<file path="config.mk">
export PLATFORM = sky130hd
export DESIGN_NAME = fetch_stage_flat
export DESIGN_NICKNAME = d
export VERILOG_FILES = /design/src/rtl/fetch_stage_if.sv /design/src/rtl/fetch_stage.sv /design/src/flat_wrapper.sv
export SDC_FILE = /design/constraint.sdc
export NUM_CORES = 1
export LEC_CHECK = 0
export CORE_MARGIN = 8
export CORE_UTILIZATION = 38
export CTS_BUF_LIST = sky130_fd_sc_hd__clkbuf_8
export DETAILED_ROUTE_END_ITERATION = 10
export PLACE_DENSITY_LB_ADDON = 0.05
export SLEW_MARGIN = 20
export SYNTH_ARGS = -nofsm -noshare
export SYNTH_HDL_FRONTEND = slang
export SYNTH_SLANG_ARGS = --single-unit
</file>
<file path="constraint.sdc">
create_clock -name clk -period 1.9 [get_ports clk]
set_input_delay 0.38 -clock clk [delete_from_list [all_inputs] [get_ports clk]]
set_output_delay 0.38 -clock clk [all_outputs]
set_load 0.01 [all_outputs]
</file>
<file path="src/rtl/fetch_stage_if.sv">
`default_nettype none
// =============================================================================
// fetch_stage_if : fetch-stage bus (hazard/redirect inputs, IM port, IF/ID out)
// Revision: 1.0
// =============================================================================
interface fetch_stage_if;
    logic        stall;
    logic        branch_taken;
    logic [31:0] branch_target;
    logic        jump;
    logic [31:0] jump_target;
    logic [31:0] im_address;
    logic [31:0] im_instruction;
    logic [31:0] ifid_instr;
    logic [31:0] ifid_pc_plus4;
    logic        ifid_valid;
    logic        align_err;
    logic [31:0] fetch_count;

    // The fetch stage itself
    modport master (
        input  stall, branch_taken, branch_target, jump, jump_target, im_instruction,
        output im_address, ifid_instr, ifid_pc_plus4, ifid_valid, align_err, fetch_count
    );

    // Hazard unit, ID stage and instruction memory
    modport slave (
        output stall, branch_taken, branch_target, jump, jump_target, im_instruction,
        input  im_address, ifid_instr, ifid_pc_plus4, ifid_valid, align_err, fetch_count
    );
endinterface
`default_nettype wire

</file>
<file path="src/rtl/fetch_stage.sv">
`default_nettype none
// =============================================================================
// fetch_stage : MIPS IF stage - PC register, IM addressing, IF/ID register
// Revision: 1.0
// =============================================================================
module fetch_stage #(
    parameter logic [31:0] RESET_PC  = 32'h0000_0000,
    parameter logic [31:0] NOP_INSTR = 32'h0000_0000,
    parameter int          IM_WORDS  = 256
) (
    input  logic          clk,
    input  logic          rst_n,
    fetch_stage_if.master bus
);
    // IM_WORDS is a power of two, so the wrap is a simple byte-address mask
    localparam logic [31:0] C_ADDR_MASK = 32'(IM_WORDS * 4 - 1);

    logic [31:0] r_pc;
    logic [31:0] r_ifid_instr;
    logic [31:0] r_ifid_pc_plus4;
    logic        r_ifid_valid;
    logic        r_align_err;
    logic [31:0] r_fetch_count;

    logic        w_redirect;
    logic [31:0] w_raw_target;
    logic [31:0] w_target;
    logic [31:0] w_pc_plus4;

    assign w_redirect   = bus.jump | bus.branch_taken;
    assign w_raw_target = bus.jump ? bus.jump_target : bus.branch_target;
    assign w_target     = {w_raw_target[31:2], 2'b00};
    assign w_pc_plus4   = (r_pc + 32'd4) & C_ADDR_MASK;

    always_ff @(posedge clk or negedge rst_n) begin
        if (!rst_n) begin
            r_pc            <= RESET_PC;
            r_ifid_instr    <= NOP_INSTR;
            r_ifid_pc_plus4 <= RESET_PC + 32'd4;
            r_ifid_valid    <= 1'b0;
            r_align_err     <= 1'b0;
            r_fetch_count   <= 32'd0;
        end else if (w_redirect) begin
            // Redirect wins over stall and squashes the wrong-path fetch
            r_pc            <= w_target;
            r_ifid_instr    <= NOP_INSTR;
            r_ifid_pc_plus4 <= w_pc_plus4;
            r_ifid_valid    <= 1'b0;
            if (w_raw_target[1:0] != 2'b00) begin
                r_align_err <= 1'b1;
            end
        end else if (!bus.stall) begin
            r_pc            <= w_pc_plus4;
            r_ifid_instr    <= bus.im_instruction;
            r_ifid_pc_plus4 <= w_pc_plus4;
            r_ifid_valid    <= 1'b1;
            r_fetch_count   <= r_fetch_count + 32'd1;
        end
    end

    assign bus.im_address    = r_pc;
    assign bus.ifid_instr    = r_ifid_instr;
    assign bus.ifid_pc_plus4 = r_ifid_pc_plus4;
    assign bus.ifid_valid    = r_ifid_valid;
    assign bus.align_err     = r_align_err;
    assign bus.fetch_count   = r_fetch_count;
endmodule
`default_nettype wire

</file>
<file path="src/flat_wrapper.sv">
// flat-port wrapper written by rule: the top's interface ports become plain ports
module fetch_stage_flat 
#(
    parameter logic [31:0] RESET_PC  = 32'h0000_0000,
    parameter logic [31:0] NOP_INSTR = 32'h0000_0000,
    parameter int          IM_WORDS  = 256
)
  (clk, rst_n, bus_stall, bus_branch_taken, bus_branch_target, bus_jump, bus_jump_target, bus_im_instruction, bus_im_address, bus_ifid_instr, bus_ifid_pc_plus4, bus_ifid_valid, bus_align_err, bus_fetch_count);
  fetch_stage_if bus_i ();
  input  logic clk;
  input  logic rst_n;
  input wire logic [$bits(bus_i.stall)-1:0] bus_stall;
  input wire logic [$bits(bus_i.branch_taken)-1:0] bus_branch_taken;
  input wire logic [$bits(bus_i.branch_target)-1:0] bus_branch_target;
  input wire logic [$bits(bus_i.jump)-1:0] bus_jump;
  input wire logic [$bits(bus_i.jump_target)-1:0] bus_jump_target;
  input wire logic [$bits(bus_i.im_instruction)-1:0] bus_im_instruction;
  output wire logic [$bits(bus_i.im_address)-1:0] bus_im_address;
  output wire logic [$bits(bus_i.ifid_instr)-1:0] bus_ifid_instr;
  output wire logic [$bits(bus_i.ifid_pc_plus4)-1:0] bus_ifid_pc_plus4;
  output wire logic [$bits(bus_i.ifid_valid)-1:0] bus_ifid_valid;
  output wire logic [$bits(bus_i.align_err)-1:0] bus_align_err;
  output wire logic [$bits(bus_i.fetch_count)-1:0] bus_fetch_count;
  assign bus_i.stall = bus_stall;
  assign bus_i.branch_taken = bus_branch_taken;
  assign bus_i.branch_target = bus_branch_target;
  assign bus_i.jump = bus_jump;
  assign bus_i.jump_target = bus_jump_target;
  assign bus_i.im_instruction = bus_im_instruction;
  assign bus_im_address = bus_i.im_address;
  assign bus_ifid_instr = bus_i.ifid_instr;
  assign bus_ifid_pc_plus4 = bus_i.ifid_pc_plus4;
  assign bus_ifid_valid = bus_i.ifid_valid;
  assign bus_align_err = bus_i.align_err;
  assign bus_fetch_count = bus_i.fetch_count;
  fetch_stage #(.RESET_PC(RESET_PC), .NOP_INSTR(NOP_INSTR), .IM_WORDS(IM_WORDS)) u_core (.clk(clk), .rst_n(rst_n), .bus(bus_i));
endmodule
</file>
==> results.cfg <==
[floorplanning]
die_y_um = 128
start_util_pct = 38.5
pin_count = 231
dieArea_mm2 = 0.0165
core_mm2 = 0.0125
rows = 41
fp.dieW_um = 128

[global_routing]
grt_max_degree = 65
antenna_found_initial = 2
track_usage_pct = 17.1
grt_pass1_wl_um = 22200
grt_pass1_vias = 4115
overflow = 0

[power]
p_leak_nw = 3.22
p_per_area_mw_per_mm2 = 711
switching_share_pct = 26.6
clockPowerShare_pct = 30.6
p_switching_mw = 1.38
comb_power_share_pct = 21.5
pwr-share-seq_pct = 48.0
peakVddDrop_v = 0.000367
p_int_mw = 3.80

[sta]
setup_violations = 0
skew_ns = 0.00496
fmax_mhz = 543
hold_slack_ns = 0.476
tightest_slew_ns = 0.686
post-route-period-util_pct = 97.0
finalSetupTns_ns = 0
period_needed_ns = 1.84
rsz0062_at_grt = yes
finalHoldViolations = 0
slew_headroom_pct = 54.3
slew_violations = 0

[drt]
via_per_inst = 4.75
drt-initial-drc-count = 136
drt-total-wl_um = 14400
vias = 4039
ant_nets = 0
dr.pass1.iters = 4
route.detailed.drc = 0
drt-wirelength-per-cell_um = 16.9

[logic_synthesis]
synth-edff-count = 0
yosysWarningCount = 0
async_flop_share_pct = 100
synth_cell_types = 35
syn_area_per_cell_um2 = 10.4
postSynthCellCount = 464
seq_area_frac_synth_pct = 54.2
synth_area_mm2 = 0.00480
ys_ff_latch = 104
synth_ff_type = dfrtp_1

[layout]
nNetsFinal = 776
multiInputGateArea_mm2 = 0.00200
drive_above_1_share_pct = 7.82
fin_cells = 850
nFillCells = 1115
antenna_cells = 0
regArea_mm2 = 0.00261
syn_to_final_growth_pct = 51.6

[clock_network]
clk_path_buf_depth = 2
worst_skew_pair.late_latency_ns = 0.37
cts_tree = yes
htreeDepth = 3
cts.sinks = 104
clkTransAtPathRegs_ns = 0.10
cts.root.buffer_cell = clkbuf_8
cts_buffers = 9

[placement]
place.gp.congestion = 0.792
dp_cells = 832
port_buffers = 204
dp_hpwl_um = 10800

[critical_path]
critical_path_class = flop to primary output
cp-start-kind = flop
path_cells = clkdlybuf4s50_1
crit_buf_inv = 1
slowest_delay_ns = 0.56
critPathCaptureType = primary output
cp_max_fo = 2
slowest_stage = dfstp_2
crit_family = flip-flops
worstPathRequired_ns = 1.52
worst_ep_arrival_time_ns = 1.46

[outcome]
status = finished, final reports clean

[flow_run]
drv_cap = 0

[hold_path]
hold_class = flop to flop
==> area by class of cell <==
| type | count | share of cell area (%) |
|---|---|---|
| Clock inverter | 5 | 1.08 |
| Tap cell | 172 | 2.95 |
| Multi-Input combinational cell | 330 | 27.5 |
| Timing Repair Buffer | 225 | 30.5 |
| Sequential cell | 104 | 35.8 |
| Inverter | 3 | 0.155 |
| Clock buffer | 11 | 2.08 |
==> what timing repair did <==
item	in CTS	in global routing
endpoints found under the setup margin	0	6
buffers inserted	0	1
hold endpoints to repair	29	0
resized for setup	0	5
hold buffers	1	0
==> per-layer routing <==
metal / GRT usage, % / up-vias / routed length [um]
li1: - / 1945 / -
met1: 19.5 / 1939 / 5690
met2: 27.4 / 130 / 6850
met3: 7.49 / 21 / 1530
met4: 7.13 / 4 / 284
met5: 0 / - / 19
==> cells by family after synthesis <==
family	share of synthesized area, %
AOI/OAI and AO/OA	9.04
xor gates and xnor gates	7.11
adders and majority gates	0.521
buffers and inverters	6.67
DFF	54.2
muxes	7.14
other	0.0781
and+or+nand+nor	15.3
==> power groups by stage <==
stage / sequential, mW / clock, mW / combinational [mW]
after floorplan: 2.59 / 0 / 0.380
after global placement: 2.52 / 0 / 1.11
after detailed placement: 2.52 / 0 / 1.12
after CTS: 2.48 / 1.65 / 1.13
after global routing: 2.50 / 1.72 / 1.21
final: 2.48 / 1.58 / 1.11
==> final timing paths <==
kind	from	to	slack, ns	depth (start not counted)
max reg2reg	u_core.bus.fetch_count[2]	u_core.bus.fetch_count[21]	0.09	6
max	u_core.bus.ifid_pc_plus4[2]	bus_ifid_pc_plus4[2]	0.06	1
max in group asynchronous	rst_n	u_core.bus.ifid_pc_plus4[2]	0.81	3
min	u_core.bus.fetch_count[31]	u_core.bus.fetch_count[31]	0.48	1
min in group asynchronous	rst_n	u_core.bus.fetch_count[21]	0.49	2
min reg2reg	u_core.bus.fetch_count[31]	u_core.bus.fetch_count[31]	0.48	1
==> flip-flops by register name (all words and copies together), names as in the netlist <==
name / count
u_core.bus.align_err: 1
u_core.bus.fetch_count: 32
u_core.bus.ifid_instr: 32
u_core.bus.ifid_pc_plus4: 8
u_core.bus.ifid_valid: 1
u_core.bus.im_address: 30
==> layout by cell type, fill, tap and decap left out, types with 5 or more instances in the layout <==
cell type / instances
nand2_1: 52
clkdlybuf4s50_1: 200
and3_1: 5
nor2_1: 59
nand4_1: 10
mux2i_1: 32
o21ai_0: 27
nand3_1: 14
xor2_1: 15
clkbuf_8: 11
xnor2_1: 24
a21oi_1: 15
conb_1: 26
a22oi_1: 23
buf_4: 18
dfrtp_1: 102
o221ai_1: 5
==> per-stage QoR <==
stage / utilization, % / worst slack [ns] / power [mW] / area, um2
final: 58.4 / 0.0578 / 5.18 / 7280
after global routing: 58.4 / -0.0617 / 5.43 / 7280
after CTS: 58.2 / 0.0221 / 5.26 / 7250
after detailed placement: 56.3 / -0.181 / 3.65 / 7010
after global placement: 56.3 / -0.153 / 3.63 / 7010
after floorplan: - / -0.0860 / 2.97 / 4910
==> cells in the mapped netlist, drive strengths merged (2+ instances only) <==
cell / instances / share of area (%)
clkbuf: 20 / 1.6
mux2: 2 / 0.47
o21ai: 27 / 2.8
nor2b: 2 / 0.26
o221ai: 5 / 0.91
inv: 3 / 0.23
dfrtp: 103 / 54
buf: 32 / 4.9
nor4: 3 / 0.83
nor2: 59 / 4.6
mux2i: 32 / 6.7
nand3: 16 / 1.7
nor3: 3 / 0.31
and2: 2 / 0.26
xnor2: 24 / 4.4
nand2: 53 / 4.1
a22oi: 23 / 3.6
and3: 5 / 0.65
ha: 2 / 0.52
nand4: 10 / 1.3
a21oi: 15 / 1.6
xor2: 15 / 2.7
==> worst register-to-register path: stages (launching register included) <==
cell	delay (ns)
dfrtp_1	0.35
or4b_4	0.51
nor4_4	0.23
nor4b_4	0.28
buf_4	0.16
nand2_2	0.05
xnor2_1	0.12
Power figures use the tool's default switching activity.
